[config.mk]
export PLATFORM = sky130hd
export DESIGN_NAME = jailbreak_speech_decimator
export DESIGN_NICKNAME = d
export VERILOG_FILES = /design/src/rtl/jailbreak_speech_decimator.sv
export SDC_FILE = /design/constraint.sdc
export NUM_CORES = 1
export LEC_CHECK = 0
export ABC_AREA = 1
export BUFFER_PORTS_ARGS = -buffer_cell sky130_fd_sc_hd__clkbuf_2
export CAP_MARGIN = 10
export CORE_UTILIZATION = 50
export CTS_BUF_LIST = sky130_fd_sc_hd__clkbuf_8
export CTS_CLUSTER_SIZE = 12
export DETAILED_ROUTE_END_ITERATION = 8
export PLACE_DENSITY = 0.68
export SLEW_MARGIN = 20
export SYNTH_ARGS = -nofsm -noshare
export SYNTH_HDL_FRONTEND = slang
export SYNTH_SLANG_ARGS = --single-unit
[constraint.sdc]
create_clock -name clk -period 3.3 [get_ports clk]
set_input_delay 0.165 -clock clk [delete_from_list [all_inputs] [get_ports clk]]
set_output_delay 0.165 -clock clk [all_outputs]
set_load 0.005 [all_outputs]
[src/rtl/jailbreak_speech_decimator.sv]
// Box-car decimator for the VLM5030 speech stream: averages 2^LOG2_RATIO samples taken
// on a DIV-clock tick grid and offers each result to the mixer over valid/ready.
module jailbreak_speech_decimator #(
   parameter int DIV        = 256,
   parameter int LOG2_RATIO = 2
) (
   input  logic               clk,
   input  logic               reset,
   input  logic signed [15:0] in,
   output logic signed [15:0] out,
   output logic               out_valid,
   input  logic               out_ready,
   output logic               overrun
);

   localparam int AW = 16 + LOG2_RATIO;
   // phase keeps one bit when LOG2_RATIO is 0 so every tick is the last one
   localparam int PW = (LOG2_RATIO > 0) ? LOG2_RATIO : 1;
   localparam logic [PW-1:0] LAST     = PW'((1 << LOG2_RATIO) - 1);
   localparam logic [9:0]    DIV_LAST = 10'(DIV - 1);

   function automatic logic signed [15:0] floor_avg(input logic signed [AW-1:0] s);
      return 16'(s >>> LOG2_RATIO);
   endfunction

   logic [9:0]           div_cnt;
   logic [PW-1:0]        phase;
   logic signed [AW-1:0] acc;
   logic signed [AW-1:0] in_ext;
   logic signed [AW-1:0] sum;
   logic                 tick;
   logic                 new_result;

   assign in_ext     = AW'(in);
   assign sum        = acc + in_ext;
   assign tick       = (div_cnt == DIV_LAST);
   assign new_result = tick && (phase == LAST);

   // tick grid and accumulation stage
   always_ff @(posedge clk) begin
      if (reset) begin
         div_cnt <= '0;
         phase   <= '0;
         acc     <= '0;
      end else begin
         div_cnt <= tick ? '0 : div_cnt + 10'd1;
         if (tick) begin
            if (phase == LAST) begin
               phase <= '0;
               acc   <= '0;
            end else begin
               phase <= phase + PW'(1);
               acc   <= sum;
            end
         end
      end
   end

   // output register and mixer handshake stage
   always_ff @(posedge clk) begin
      if (reset) begin
         out       <= '0;
         out_valid <= 1'b0;
         overrun   <= 1'b0;
      end else if (new_result) begin
         out       <= floor_avg(sum);
         out_valid <= 1'b1;
         if (out_valid && !out_ready) overrun <= 1'b1;
      end else if (out_valid && out_ready) begin
         out_valid <= 1'b0;
      end
   end

endmodule

==> results of run 1 <==
[worst reg2reg max path, stage by stage (launching register included)]
cell and delay, ns:
dfxtp_1 0.34, ha_1 0.23, inv_1 0.08, fa_1 0.40
o21ai_1 0.30, nand2_1 0.09, nand2_1 0.14, nand2_1 0.10
nand3_1 0.11, nand3_1 0.09, nand2_1 0.10, inv_1 0.04
[flip-flops by register name (all words and copies together), names as in the netlist]
name / flops
acc: 18
div_cnt: 10
overrun: 1
out: 16
out_valid: 1
phase: 2
[area by class of cell]
class	count	area (um^2)	share of cell area
Tap cell	72	90.1	0.0283
Clock inverter	2	15.0	0.00472
Clock buffer	6	82.6	0.0259
Multi-Input combinational cell	296	1640	0.515
Inverter	55	208	0.0652
Timing Repair Buffer	37	188	0.0589
Sequential cell	48	961	0.302
[path summary, 6_finish.rpt]
kind / start / endpoint / slack [ns]
max reg2reg: acc[0] / out[12] / 1.20
max: acc[0] / out[12] / 1.20
min: in[0] / acc[0] / 0.17
min reg2reg: div_cnt[0] / div_cnt[0] / 0.45
[through the flow]
| step | instance area [um^2] | instances |
|---|---|---|
| 2_1_floorplan | 2880 | 407 |
| 3_3_place_gp | 3090 | 508 |
| 3_5_place_dp | 3090 | 508 |
| 4_1_cts | 3180 | 516 |
| 5_1_grt | 3180 | 516 |
| 6_report | 3180 | 516 |
[routing by layer]
layer / up-vias / wire length (um) / share of wire / GRT usage
li1: 1363 / - / - / -
met2: 46 / 2960 / 0.47 / 0.398
met4: 0 / 176 / 0.028 / 0.0907
met3: 15 / 215 / 0.034 / 0.0424
met1: 1131 / 2950 / 0.47 / 0.282
met5: - / 0 / 0 / 0
[where the power goes]
part | total (W) | internal, W | switching [W]
logic | 0.0000792 | 0.0000286 | 0.0000506
clock network | 0.000380 | 0.000170 | 0.000210
registers | 0.000584 | 0.000582 | 0.00000222
[cells by family (layout without fill, tap and decap cells)]
logic type	after synthesis	count (layout)	synth area share
AO/OA/AOI/OAI	53	53	0.106
XOR/XNOR	12	12	0.0365
adder cells (fa/ha/maj)	20	20	0.0895
buffers and inverters	63	100	0.0969
flip-flops	48	48	0.334
AND/OR/NAND/NOR	211	211	0.338
[layout by cell type (no fill, tap or decap), types with 12 or more instances in the layout]
cell type / instances
a21oi_1: 19
dfxtp_1: 48
clkbuf_2: 36
nor2_2: 12
nand3_1: 36
o21ai_0: 16
nor2_1: 36
nand2_1: 106
inv_1: 52
ha_1: 19
==> flow_summary.json, run 1 <==
{
  "vdd_drop_max_uv": 212,
  "cts_setup_buffers": 0,
  "slowest_stage": "fa_1",
  "clockRootBuffer": "clkbuf_8",
  "required_ns": 3.51,
  "place_ws_ns": 1.22,
  "ioPinCount": 37,
  "reg2reg_depth": 11,
  "synth_top_area_cell": "dfxtp_1",
  "initial_core_util": 0.520,
  "cp_max_fo": 3,
  "ys_top_cells_by_area": "dfxtp_1 (33%), nand2_1 (14%), ha_1 (8.3%)",
  "p_total_w": 0.00104,
  "hold_path_class": "in2reg",
  "whs_path_depth": 4,
  "ys_types": 38,
  "hpwlAfterDp_um": 4830,
  "cpPeakStageDelay_ns": 0.40,
  "cp_common_cell": "nand2_1",
  "wl_um": 6300,
  "setup_viol": 0,
  "synth_most_common_cell": "nand2_1",
  "fin_util": 0.575,
  "cts.sinks": 48,
  "route.antenna.remaining_nets": 0,
  "startpoint_type": "flip-flop",
  "die_y_um": 77.9,
  "rsz0062_at_grt": "no",
  "path_clk_slew_ns": 0.09,
  "report.final.slew_viol_count": 0,
  "synth_top_area_share": 0.334,
  "synthFlopType": "dfxtp_1",
  "synth_area_mm2": 0.00288,
  "fin_nets": 482,
  "fp.dieW_um": 77.9,
  "path_class": "reg2reg",
  "cts_resized": 0,
  "drc": 0,
  "synthCells": 407,
  "routed_via_density": 4.95,
  "cts_buffers": 5,
  "critPathArrivalTime_ns": 2.31,
  "fin_tns_setup_ns": 0,
  "synthTopCellsByCount": "nand2_1 (106), inv_1 (52), dfxtp_1 (48)",
  "leakage_nw": 1.63,
  "core_region_area_mm2": 0.00554,
  "path_cells": "ha_1 > inv_1 > fa_1 > o21ai_1 > nand2_1 > nand2_1 > nand2_1 > nand3_1 > nand3_1 > nand2_1 > inv_1",
  "synth_nets": 446,
  "maxSlewHeadroom": 0.617,
  "postSynthAreaPerCell_um2": 7.08,
  "tightest_slew_ns": 0.573,
  "track_usage": 0.231,
  "area_delta_synth_final_pct": 10.6,
  "fp-row-count": 27,
  "wl_per_cell_um": 12.2,
  "insertion_delay_ns": 0.31,
  "h-tree-depth": 2,
  "synth-edff-count": 0,
  "dieArea_mm2": 0.00607,
  "firstDrtPassIters": 4,
  "cp.depth": 11,
  "outcome": "complete, no violations",
  "crit_buf_inv": 2,
  "nFillCells": 553,
  "grt_pass1_wl_um": 11000,
  "io_buffers": 36,
  "synth_warnings": 0,
  "maxCapViolCount": 0,
  "grt_max_degree": 34,
  "gp_congestion": 0.891,
  "worst_slack_ns": 1.20,
  "clk_path_buf_depth": 2,
  "cts_tree": "done",
  "fmax_mhz": 476,
  "antenna_found_initial": 0,
  "drtIter0Drc": 117,
  "globalRouteOverflowTotal": 0,
  "yosysSeqAreaShare": 0.334,
  "vias": 2555,
  "postSynth.asyncResetShare": 0,
  "synth-seq-cells": 48,
  "critPathCaptureType": "flip-flop",
  "power.density_mw_per_mm2": 328,
  "cts_hold_buf": 0,
  "min_period_ns": 2.10,
  "hold_slack_ns": 0.168,
  "critPathTopFamily": "adder cells",
  "finalCritPeriodShare": 0.637,
  "n_antenna_cell": 0,
  "fin_worst_skew_ns": 0.0123,
  "layout-drive-gt1-share": 0.176,
  "grt_pass1_vias": 2440,
  "finalHoldViolCount": 0
}
Power figures use the tool's default switching activity.
==> inputs of run 2 (changes only) <==
- clock period: 3.3 -> 2 ns (I/O delays scaled with it)
==> flow_summary.json, run 2 (synthesized netlist as in run 1, its figures left out) <==
{
  "layout-drive-gt1-share": 0.192,
  "maxSlewHeadroom": 0.730,
  "min-delay-start": "out_ready",
  "slowest_stage": "dfxtp_1",
  "reg2reg_setup_slack_ns": 0.14,
  "route.antenna.remaining_nets": 0,
  "min_period_ns": 1.86,
  "fin_util": 0.591,
  "final_cells": 520,
  "largest_register_ffs": 18,
  "hold_slack_ns": 0.133,
  "die_y_um": 77.9,
  "cp_common_cell": "nand2_1",
  "leakage_nw": 1.69,
  "fin_tns_setup_ns": 0,
  "r2r_start": "acc[8]",
  "path_class": "reg2reg",
  "initial_core_util": 0.520,
  "fin_worst_skew_ns": 0.00743,
  "wl_met1_um": 2980,
  "path_clk_slew_ns": 0.09,
  "crit_buf_inv": 2,
  "fp-row-count": 27,
  "reg2reg_depth": 11,
  "p_sw_frac": 0.217,
  "track_usage": 0.229,
  "cp_max_fo": 4,
  "power.density_mw_per_mm2": 585,
  "mostFrequentLayoutCells": "nand2_1 (106), inv_1 (52), dfxtp_1 (48)",
  "grt_max_degree": 18,
  "wl_per_cell_um": 12.7,
  "power.internal_w": 0.00150,
  "power_frac_clock": 0.427,
  "wl_um": 6590,
  "dpl.cell_count": 512,
  "setup_viol": 0,
  "whs_path_depth": 4,
  "antenna_found_initial": 0,
  "clk_path_buf_depth": 2,
  "h-tree-depth": 2,
  "power.switching_w": 0.000415,
  "critPathArrivalTime_ns": 2.06,
  "hpwlAfterDp_um": 5110,
  "io_buffers": 36,
  "fp.dieW_um": 77.9,
  "hold_path_class": "in2reg",
  "maxCapViolCount": 0,
  "place_area_mm2": 0.00312,
  "insertion_delay_ns": 0.30,
  "drc": 0,
  "cts_buffers": 5,
  "met2_length_um": 3150,
  "cts.sinks": 48,
  "highest_layer": "met4",
  "r2r-end": "out[15]",
  "fin_nets": 487,
  "top_register": "acc",
  "drtIter0Drc": 100,
  "routed_via_density": 4.99,
  "area_delta_synth_final_pct": 13.7,
  "met3_length_um": 309,
  "top_regs": "acc: 18 flops, out: 16 flops, div_cnt: 10 flops",
  "globalRouteOverflowTotal": 0,
  "path_cells": "ha_2 > nand2_1 > inv_1 > a21oi_1 > nand3_2 > nand2_1 > nand2_1 > nand2_1 > nand3_1 > nand2_1 > inv_1",
  "hold_path_end": "overrun",
  "finalCritPeriodShare": 0.928,
  "grt_pass1_vias": 2410,
  "gp_congestion": 0.832,
  "n_antenna_cell": 0,
  "combPwrFrac": 0.070,
  "clockRootBuffer": "clkbuf_8",
  "startpoint_type": "flip-flop",
  "report.final.slew_viol_count": 0,
  "core_region_area_mm2": 0.00554,
  "fmax_mhz": 539,
  "rsz0062_at_grt": "no",
  "critPathCaptureType": "flip-flop",
  "dieArea_mm2": 0.00607,
  "vdd_drop_max_uv": 556,
  "grt_pass1_wl_um": 10900,
  "outcome": "complete, no violations",
  "fin_area_mm2": 0.00327,
  "ioPinCount": 37,
  "vias": 2593,
  "firstDrtPassIters": 4,
  "tightest_slew_ns": 0.404,
  "pwr-share-seq": 0.503,
  "required_ns": 2.20,
  "finalHoldViolCount": 0,
  "cts_tree": "done",
  "critPathTopFamily": "simple AND/OR/NAND/NOR gates",
  "layout_commonest_cell": "nand2_1",
  "cpPeakStageDelay_ns": 0.39
}
-- run 2: layer usage --
layer | global-route usage | vias to the layer above
met3 | 0.0435 | 10
met4 | 0.0981 | 0
met1 | 0.278 | 1148
met5 | 0 | -
met2 | 0.393 | 61
li1 | - | 1374
-- run 2: power by group through the flow --
stage / combinational [W] / sequential [W] / clock [W]
after floorplan: 0.0000893 / 0.000985 / 0
after global placement: 0.000132 / 0.000985 / 0
after detailed placement: 0.000133 / 0.000986 / 0
after CTS: 0.000134 / 0.000963 / 0.000836
after global routing: 0.000152 / 0.000964 / 0.000869
final: 0.000135 / 0.000963 / 0.000818
-- run 2: timing repair --
action | 4_1_cts | 5_1_grt
resized for setup | 0 | 6
buffers inserted | 0 | 1
endpoints found under the setup margin | 0 | 13
hold buffers | 0 | 0
-- run 2: worst max-delay path by stage --
| stage | startpoint | end | slack (ns) | cells after the start |
|---|---|---|---|---|
| 3_3_place_gp | div_cnt[0] | out[4] | 0.13 | 10 |
| 2_1_floorplan | acc[0] | out[8] | 0.24 | 13 |
| 5_1_grt | acc[0] | out[12] | 0.005 | 11 |
| 4_1_cts | acc[0] | out[8] | 0.02 | 13 |
| 6_report | acc[8] | out[15] | 0.14 | 11 |
| 3_5_place_dp | acc[0] | out[8] | 0.04 | 13 |
-- run 2: cell type report --
cell class,instances,area (um^2)
multi-input cells,296,1650
well taps,72,90.1
repair buffers,42,233
fillers,558,2270
flip-flops and latches,48,961
clock inverters,2,60.1
clock buffers,5,68.8
inverters,55,208
-- run 2: worst min-delay path: stages --
cell,delay (ns)
clkbuf_2,0.07
nor2_1,0.05
a21oi_1,0.13
nor2_1,0.04
-- run 2: metrics by stage --
| step | setup WS, ns | power, W |
|---|---|---|
| 2_1_floorplan | 0.241 | 0.00107 |
| 3_3_place_gp | 0.131 | 0.00112 |
| 3_5_place_dp | 0.0424 | 0.00112 |
| 4_1_cts | 0.0171 | 0.00193 |
| 5_1_grt | 0.00542 | 0.00198 |
| 6_report | 0.144 | 0.00192 |
